===== src/rtl/prefetcher_pkg.sv =====
// prefetcher_pkg: shared error codes and burst tracking entry for the read burst tracker.
package prefetcher_pkg;
    localparam int TID_W = 8;
    localparam int LEN_W = 8;
    localparam logic [2:0] ERR_NONE            = 3'd0;
    localparam logic [2:0] ERR_UNEXPECTED_BEAT = 3'd1;
    localparam logic [2:0] ERR_ID_MISMATCH     = 3'd2;
    localparam logic [2:0] ERR_EARLY_LAST      = 3'd3;
    localparam logic [2:0] ERR_MISSING_LAST    = 3'd4;
    typedef struct packed {
        logic [TID_W-1:0] id;
        logic [LEN_W-1:0] len;
    } burst_entry_t;
endpackage


===== src/rtl/burst_track_fifo.sv =====
// burst_track_fifo: in-order FIFO of accepted AR bursts, depth 2^LOG_DEPTH.
module burst_track_fifo
    import prefetcher_pkg::*;
#(
    parameter int LOG_DEPTH = 2
) (
    input  logic                 clk,
    input  logic                 rst,
    input  logic                 push,
    input  burst_entry_t         push_data,
    input  logic                 pop,
    output burst_entry_t         head,
    output logic [LOG_DEPTH:0]   count,
    output logic                 full,
    output logic                 empty
);
    localparam int DEPTH = 1 << LOG_DEPTH;
    localparam int CW = LOG_DEPTH + 1;
    burst_entry_t mem_q [DEPTH];
    logic [LOG_DEPTH-1:0] wr_ptr_q, wr_ptr_d, rd_ptr_q, rd_ptr_d;
    logic [LOG_DEPTH:0] count_q, count_d;
    logic do_push, do_pop;
    always_comb begin
        full     = count_q == CW'(DEPTH);
        empty    = count_q == '0;
        do_push  = push & ~full;
        do_pop   = pop & ~empty;
        wr_ptr_d = do_push ? wr_ptr_q + 1'b1 : wr_ptr_q;
        rd_ptr_d = do_pop ? rd_ptr_q + 1'b1 : rd_ptr_q;
        count_d  = count_q + CW'(do_push) - CW'(do_pop);
        head     = mem_q[rd_ptr_q];
        count    = count_q;
    end
    always_ff @(posedge clk) begin
        if (rst) begin
            wr_ptr_q <= '0;
            rd_ptr_q <= '0;
            count_q  <= '0;
        end else begin
            wr_ptr_q <= wr_ptr_d;
            rd_ptr_q <= rd_ptr_d;
            count_q  <= count_d;
        end
        if (do_push && !rst) mem_q[wr_ptr_q] <= push_data;
    end
endmodule


===== src/rtl/axi_rd_burst_tracker.sv =====
// axi_rd_burst_tracker: AXI read pass-through that tracks bursts in order, checks R beats
// against the oldest outstanding AR, throttles at FIFO depth and freezes on a sticky error.
module axi_rd_burst_tracker
    import prefetcher_pkg::*;
#(
    parameter int ADDR_BITS       = 16,
    parameter int BURST_LEN_WIDTH = 8,
    parameter int TID_WIDTH       = 8,
    parameter int DATA_WIDTH      = 8,
    parameter int LOG_DEPTH       = 2
) (
    input  logic                       clk,
    input  logic                       rst,
    input  logic                       s_ar_valid,
    output logic                       s_ar_ready,
    input  logic [ADDR_BITS-1:0]       s_ar_addr,
    input  logic [BURST_LEN_WIDTH-1:0] s_ar_len,
    input  logic [TID_WIDTH-1:0]       s_ar_id,
    output logic                       m_ar_valid,
    input  logic                       m_ar_ready,
    output logic [ADDR_BITS-1:0]       m_ar_addr,
    output logic [BURST_LEN_WIDTH-1:0] m_ar_len,
    output logic [TID_WIDTH-1:0]       m_ar_id,
    input  logic                       m_r_valid,
    output logic                       m_r_ready,
    input  logic [DATA_WIDTH-1:0]      m_r_data,
    input  logic [TID_WIDTH-1:0]       m_r_id,
    input  logic                       m_r_last,
    output logic                       s_r_valid,
    input  logic                       s_r_ready,
    output logic [DATA_WIDTH-1:0]      s_r_data,
    output logic [TID_WIDTH-1:0]       s_r_id,
    output logic                       s_r_last,
    output logic [LOG_DEPTH:0]         outstanding,
    output logic [BURST_LEN_WIDTH-1:0] beatCnt,
    output logic [2:0]                 errorCode
);
    logic [BURST_LEN_WIDTH-1:0] beat_cnt_q, beat_cnt_d;
    logic [2:0] error_code_q, error_code_d, viol;
    logic err, full, empty, beat_ok, ar_hs, r_hs;
    burst_entry_t head, push_data;

    assign m_ar_addr = s_ar_addr;
    assign m_ar_len  = s_ar_len;
    assign m_ar_id   = s_ar_id;
    assign s_r_data  = m_r_data;
    assign s_r_id    = m_r_id;
    assign s_r_last  = m_r_last;

    burst_track_fifo #(.LOG_DEPTH(LOG_DEPTH)) u_fifo (
        .clk       (clk),
        .rst       (rst),
        .push      (ar_hs),
        .push_data (push_data),
        .pop       (r_hs & m_r_last),
        .head      (head),
        .count     (outstanding),
        .full      (full),
        .empty     (empty)
    );

    always_comb begin
        err        = error_code_q != ERR_NONE;
        push_data  = '{id: TID_W'(s_ar_id), len: LEN_W'(s_ar_len)};
        beat_ok    = ~empty & (m_r_id == head.id) & (m_r_last == (beat_cnt_q == head.len));
        m_ar_valid = s_ar_valid & ~full & ~err;
        s_ar_ready = m_ar_ready & ~full & ~err;
        s_r_valid  = m_r_valid & beat_ok & ~err;
        m_r_ready  = s_r_ready & beat_ok & ~err;
        ar_hs      = s_ar_valid & s_ar_ready;
        r_hs       = m_r_valid & m_r_ready;
        // last clears the count, so a len of all-ones never wraps
        beat_cnt_d = r_hs ? (m_r_last ? '0 : beat_cnt_q + 1'b1) : beat_cnt_q;
        viol = empty                                   ? ERR_UNEXPECTED_BEAT :
               (m_r_id != head.id)                     ? ERR_ID_MISMATCH     :
               (m_r_last & (beat_cnt_q < head.len))    ? ERR_EARLY_LAST      :
               (~m_r_last & (beat_cnt_q == head.len))  ? ERR_MISSING_LAST    : ERR_NONE;
        error_code_d = (m_r_valid & ~err) ? viol : error_code_q;
        beatCnt      = beat_cnt_q;
        errorCode    = error_code_q;
    end

    always_ff @(posedge clk) begin
        if (rst) begin
            beat_cnt_q   <= '0;
            error_code_q <= ERR_NONE;
        end else begin
            beat_cnt_q   <= beat_cnt_d;
            error_code_q <= error_code_d;
        end
    end
endmodule


===== config.mk =====
export PLATFORM = sky130hd
export DESIGN_NAME = axi_rd_burst_tracker
export DESIGN_NICKNAME = d
export VERILOG_FILES = /design/src/rtl/prefetcher_pkg.sv /design/src/rtl/burst_track_fifo.sv /design/src/rtl/axi_rd_burst_tracker.sv
export SDC_FILE = /design/constraint.sdc
export NUM_CORES = 1
export LEC_CHECK = 0
export CORE_MARGIN = 2
export CORE_UTILIZATION = 40
export CTS_BUF_LIST = sky130_fd_sc_hd__clkbuf_4
export DETAILED_ROUTE_END_ITERATION = 7
export GPL_TIMING_DRIVEN = 0
export PLACE_DENSITY = 0.69
export SLEW_MARGIN = 20
export SYNTH_ARGS = -nofsm -noshare
export SYNTH_HDL_FRONTEND = slang
export SYNTH_HIERARCHICAL = 1
export SYNTH_SLANG_ARGS = --single-unit

===== constraint.sdc =====
create_clock -name clk -period 6.77 [get_ports clk]
set_input_delay 1.354 -clock clk [delete_from_list [all_inputs] [get_ports clk]]
set_output_delay 1.354 -clock clk [all_outputs]
set_load 0.03 [all_outputs]

==> impl_metrics.env, run 1 <==
export IMPL_synthCells=300
export IMPL_antenna_found_initial=0
export IMPL_post_cts_repair_setup_buffers=0
export IMPL_cts_repair_resize_count=0
export IMPL_power_density_nw_per_um2=193
export IMPL_clk_pin_slew_worst_paths_ns=0.13
export IMPL_slew_viol_final=0
export IMPL_finalPower_uw=1050
export IMPL_async_reset_ff_frac=0
export IMPL_tns_ns=0
export IMPL_route_final_wire_length_mm=8.22
export IMPL_antenna_cells=0
export IMPL_timing_critical_path_to_type="output port"
export IMPL_die_area_um2=11100
export IMPL_groute_usage_overall=0.153
export IMPL_worst_hold_path_type="register to register"
export IMPL_irDropWorstVdd_mv=0.108
export IMPL_cp_slowest_stage_delay_ns=0.75
export IMPL_placeable_area_um2=9860
export IMPL_synth_area_top_cells="edfxtp_1, dfxtp_1, buf_4"
export IMPL_share_of_the_synthesized_area_in_the_top_cell_type=0.469
export IMPL_wire_per_inst_um=14.9
export IMPL_synth_seq_area_share=0.566
export IMPL_grt_pass1_wl_mm=13.2
export IMPL_r2r_slack_ns=2.41
export IMPL_grt_remaining_overflow=0
export IMPL_vias_in_the_first_global_route=2650
export IMPL_worst_endpoint_arrival_ns=3.98
export IMPL_floorplan_rows=36
export IMPL_num_io_pins=122
export IMPL_worstRegToRegCells=22
export IMPL_final_min_clock_period_ns=5.33
export IMPL_critPathMaxFanout=5
export IMPL_timing_hold_worst_path_depth=2
export IMPL_post_route_period_util=0.787
export IMPL_synth_ff_latch_count=84
export IMPL_flow_area_growth_from_synthesis_pct=32.9
export IMPL_ant_nets=0
export IMPL_num_vias=2684
export IMPL_layout_commonest_cell="clkdlybuf4s50_1"
export IMPL_p_leak_uw=0.00199
export IMPL_clock_skew_ns=0.0130
export IMPL_gp_congestion=0.732
export IMPL_die_w_um=105
export IMPL_effective_utilization_at_floorplan=0.416
export IMPL_ctsHtreeMaxLevel=3
export IMPL_clock_path_buffers=2
export IMPL_finalSetupViolCount=0
export IMPL_setup_worst_path_start_class="input pin"
export IMPL_tritoncts_num_buffers=9
export IMPL_synth_area_um2=4100
export IMPL_clock_insertion_delay_worst_skew_ns=0.44
export IMPL_synth_net_count=372
export IMPL_tritoncts_clock_tree="done"
export IMPL_io_buffer_count=97
export IMPL_drt_iter0_markers=94
export IMPL_crit_required_ns=5.42
export IMPL_chipHeight_um=105
export IMPL_grt_setup_unrepaired="false"
export IMPL_drc_errors=0
export IMPL_rr_endpoint="u_fifo/count[2]$_SDFF_PP0_"
export IMPL_path_cells="clkdlybuf4s50_1 > xor2_1 > nor4_1 > nand2_1 > nor4_1 > clkdlybuf4s50_1"
export IMPL_fmaxAchievable_mhz=188
export IMPL_yosysWarningCount=6
export IMPL_synth_area_per_inst_um2=13.7
export IMPL_synthDistinctLibCells=48
export IMPL_post_layout_nonfiller_instances=552
export IMPL_post_route_cells_drive_above_1_share=0.232
export IMPL_timing_worst_slew_pin_value_ns=0.747
export IMPL_post_place_ws_ns=1.47
export IMPL_post_place_cells=536
export IMPL_layout_cells_most_common_list="clkdlybuf4s50_1, edfxtp_1, buf_4"
export IMPL_timing_hold_worst_start="u_fifo/rd_ptr_q[1]$_SDFFE_PP0P_"
export IMPL_netlist_top_cell_by_area="edfxtp_1"
export IMPL_worst_path_max_delay_cell="clkdlybuf4s50_1"
export IMPL_yosys_most_used_dff="edfxtp_1"
export IMPL_slew_limit_headroom=0.500
export IMPL_finalHoldViolCount=0
export IMPL_postCtsHoldBufs=0
export IMPL_hold_end="u_fifo/rd_ptr_q[1]$_SDFFE_PP0P_"
export IMPL_path_class="input pin to output port"
export IMPL_dp_hpwl_mm=6.20
export IMPL_postLayoutSetupSlackWorst_ns=1.44
export IMPL_clock_sink_count=84
export IMPL_detail_route_vias_per_cell=4.86
export IMPL_length_of_the_first_detailed_routing_pass_in_iterations=7
export IMPL_cts_root_buf="clkbuf_4"
export IMPL_outcome="finished, final reports clean"
export IMPL_max_cap_viol_count=0
export IMPL_layout_nets=486
export IMPL_grt_max_degree=18
export IMPL_synth_edff_count=64
-- cells by family after synthesis --
logic type                 Yosys count  synth area share
muxes                               17            0.0958
adders and majority gates           17            0.0537
DFF                                 84             0.566
xor gates and xnor gates            11            0.0235
buffers and inverters               77             0.123
AOI/OAI and AO/OA                   32            0.0448
and+or+nand+nor                     62            0.0933
-- layout make-up --
cell class                      instances  area, um2
Clock inverter                          7       68.8
Multi-Input combinational cell        139       1300
Clock buffer                            9       67.6
Fill cell                             796       4410
Buffer                                 58        432
Tap cell                              133        166
Inverter                               19       71.3
Sequential cell                        84       2320
Timing Repair Buffer                  103       1030
-- how the worst max path moves through the flow --
stage / slack [ns] / end / start / cells past startpoint
6_report: 1.44 / s_r_valid / m_r_id[7] / 6
5_1_grt: 1.31 / s_r_valid / m_r_id[7] / 6
4_1_cts: 1.47 / s_r_valid / m_r_id[7] / 6
3_5_place_dp: 1.47 / s_r_valid / m_r_id[7] / 6
3_3_place_gp: 1.48 / s_r_valid / m_r_id[7] / 6
2_1_floorplan: 2.40 / s_r_valid / m_r_id[7] / 4
-- through the flow --
stage                     utilization  area [um2]  hold WS (ns)
after global placement          0.531        5240         0.480
after detailed placement        0.539        5320         0.487
after floorplan                     -        4100         0.459
after global routing            0.553        5450         0.532
after CTS                       0.553        5450         0.510
final                           0.553        5450         0.509
-- where the power goes --
part           leakage (uW)  switching (uW)  internal, uW
clock             0.0000678             195          84.0
sequential         0.000739            7.87           566
combinational       0.00118            99.6          97.0
total               0.00199             303           747
-- critical path: cells and delay by family --
kind | cells | cell delay, ns
and+or+nand+nor | 3 | 1.26
buffers and inverters | 2 | 1.20
xor gates and xnor gates | 1 | 0.16
-- registers in the layout (all words and copies together), names as in the netlist, named ones only --
| signal | flops |
|---|---|
| u_fifo/mem_q | 64 |
| beatCnt | 8 |
| errorCode | 3 |
| u_fifo/count | 3 |
| u_fifo/rd_ptr_q | 2 |
| u_fifo/wr_ptr_q | 2 |
-- cell usage after synthesis (2+ instances only) --
cell and n:
buf_2 2, nor2b_1 3, or3_1 4, inv_1 18, o21ai_1 7, ha_1 16, dfxtp_1 20, buf_4 50
edfxtp_1 64, nor3_1 2, xnor2_1 2, nand4_1 2, a31oi_1 3, nor2_1 12, nor3b_1 5, o21ai_0 2
nand3_1 4, and3_1 2, or4_1 3, nand2_1 6, mux4_1 6, nand2b_1 3, nand3b_1 2, mux4_2 10
and2_1 2, or4b_1 3, xor2_1 9, nor4_1 2, a21oi_1 14, clkbuf_1 4
-- layer usage --
metal / vias to the layer above / global-route usage / share of wire
met3: 7 / 0.0414 / 0.066
met1: 1280 / 0.191 / 0.43
met4: 0 / 0.0543 / 0.010
met5: - / 0 / 0
met2: 106 / 0.257 / 0.49
li1: 1291 / - / -
Note: power is estimated with default switching activity, not from simulation.
==> run 2, diff against run 1 <==
- clock period: 6.77 -> 5.1 ns (I/O delays scaled with it)
==> results of run 2 <==
The final DEF is identical to that of run 1. Status: finished, final reports clean.
Main changes from that run: setup slack after placement 1.47 ns -> 0.466 ns; setup slack after layout 1.44 ns -> 0.300 ns; register-to-register setup slack 2.41 ns -> 0.74 ns; total power 1050 uW -> 1390 uW; worst IR drop on VDD 0.108 mV -> 0.144 mV
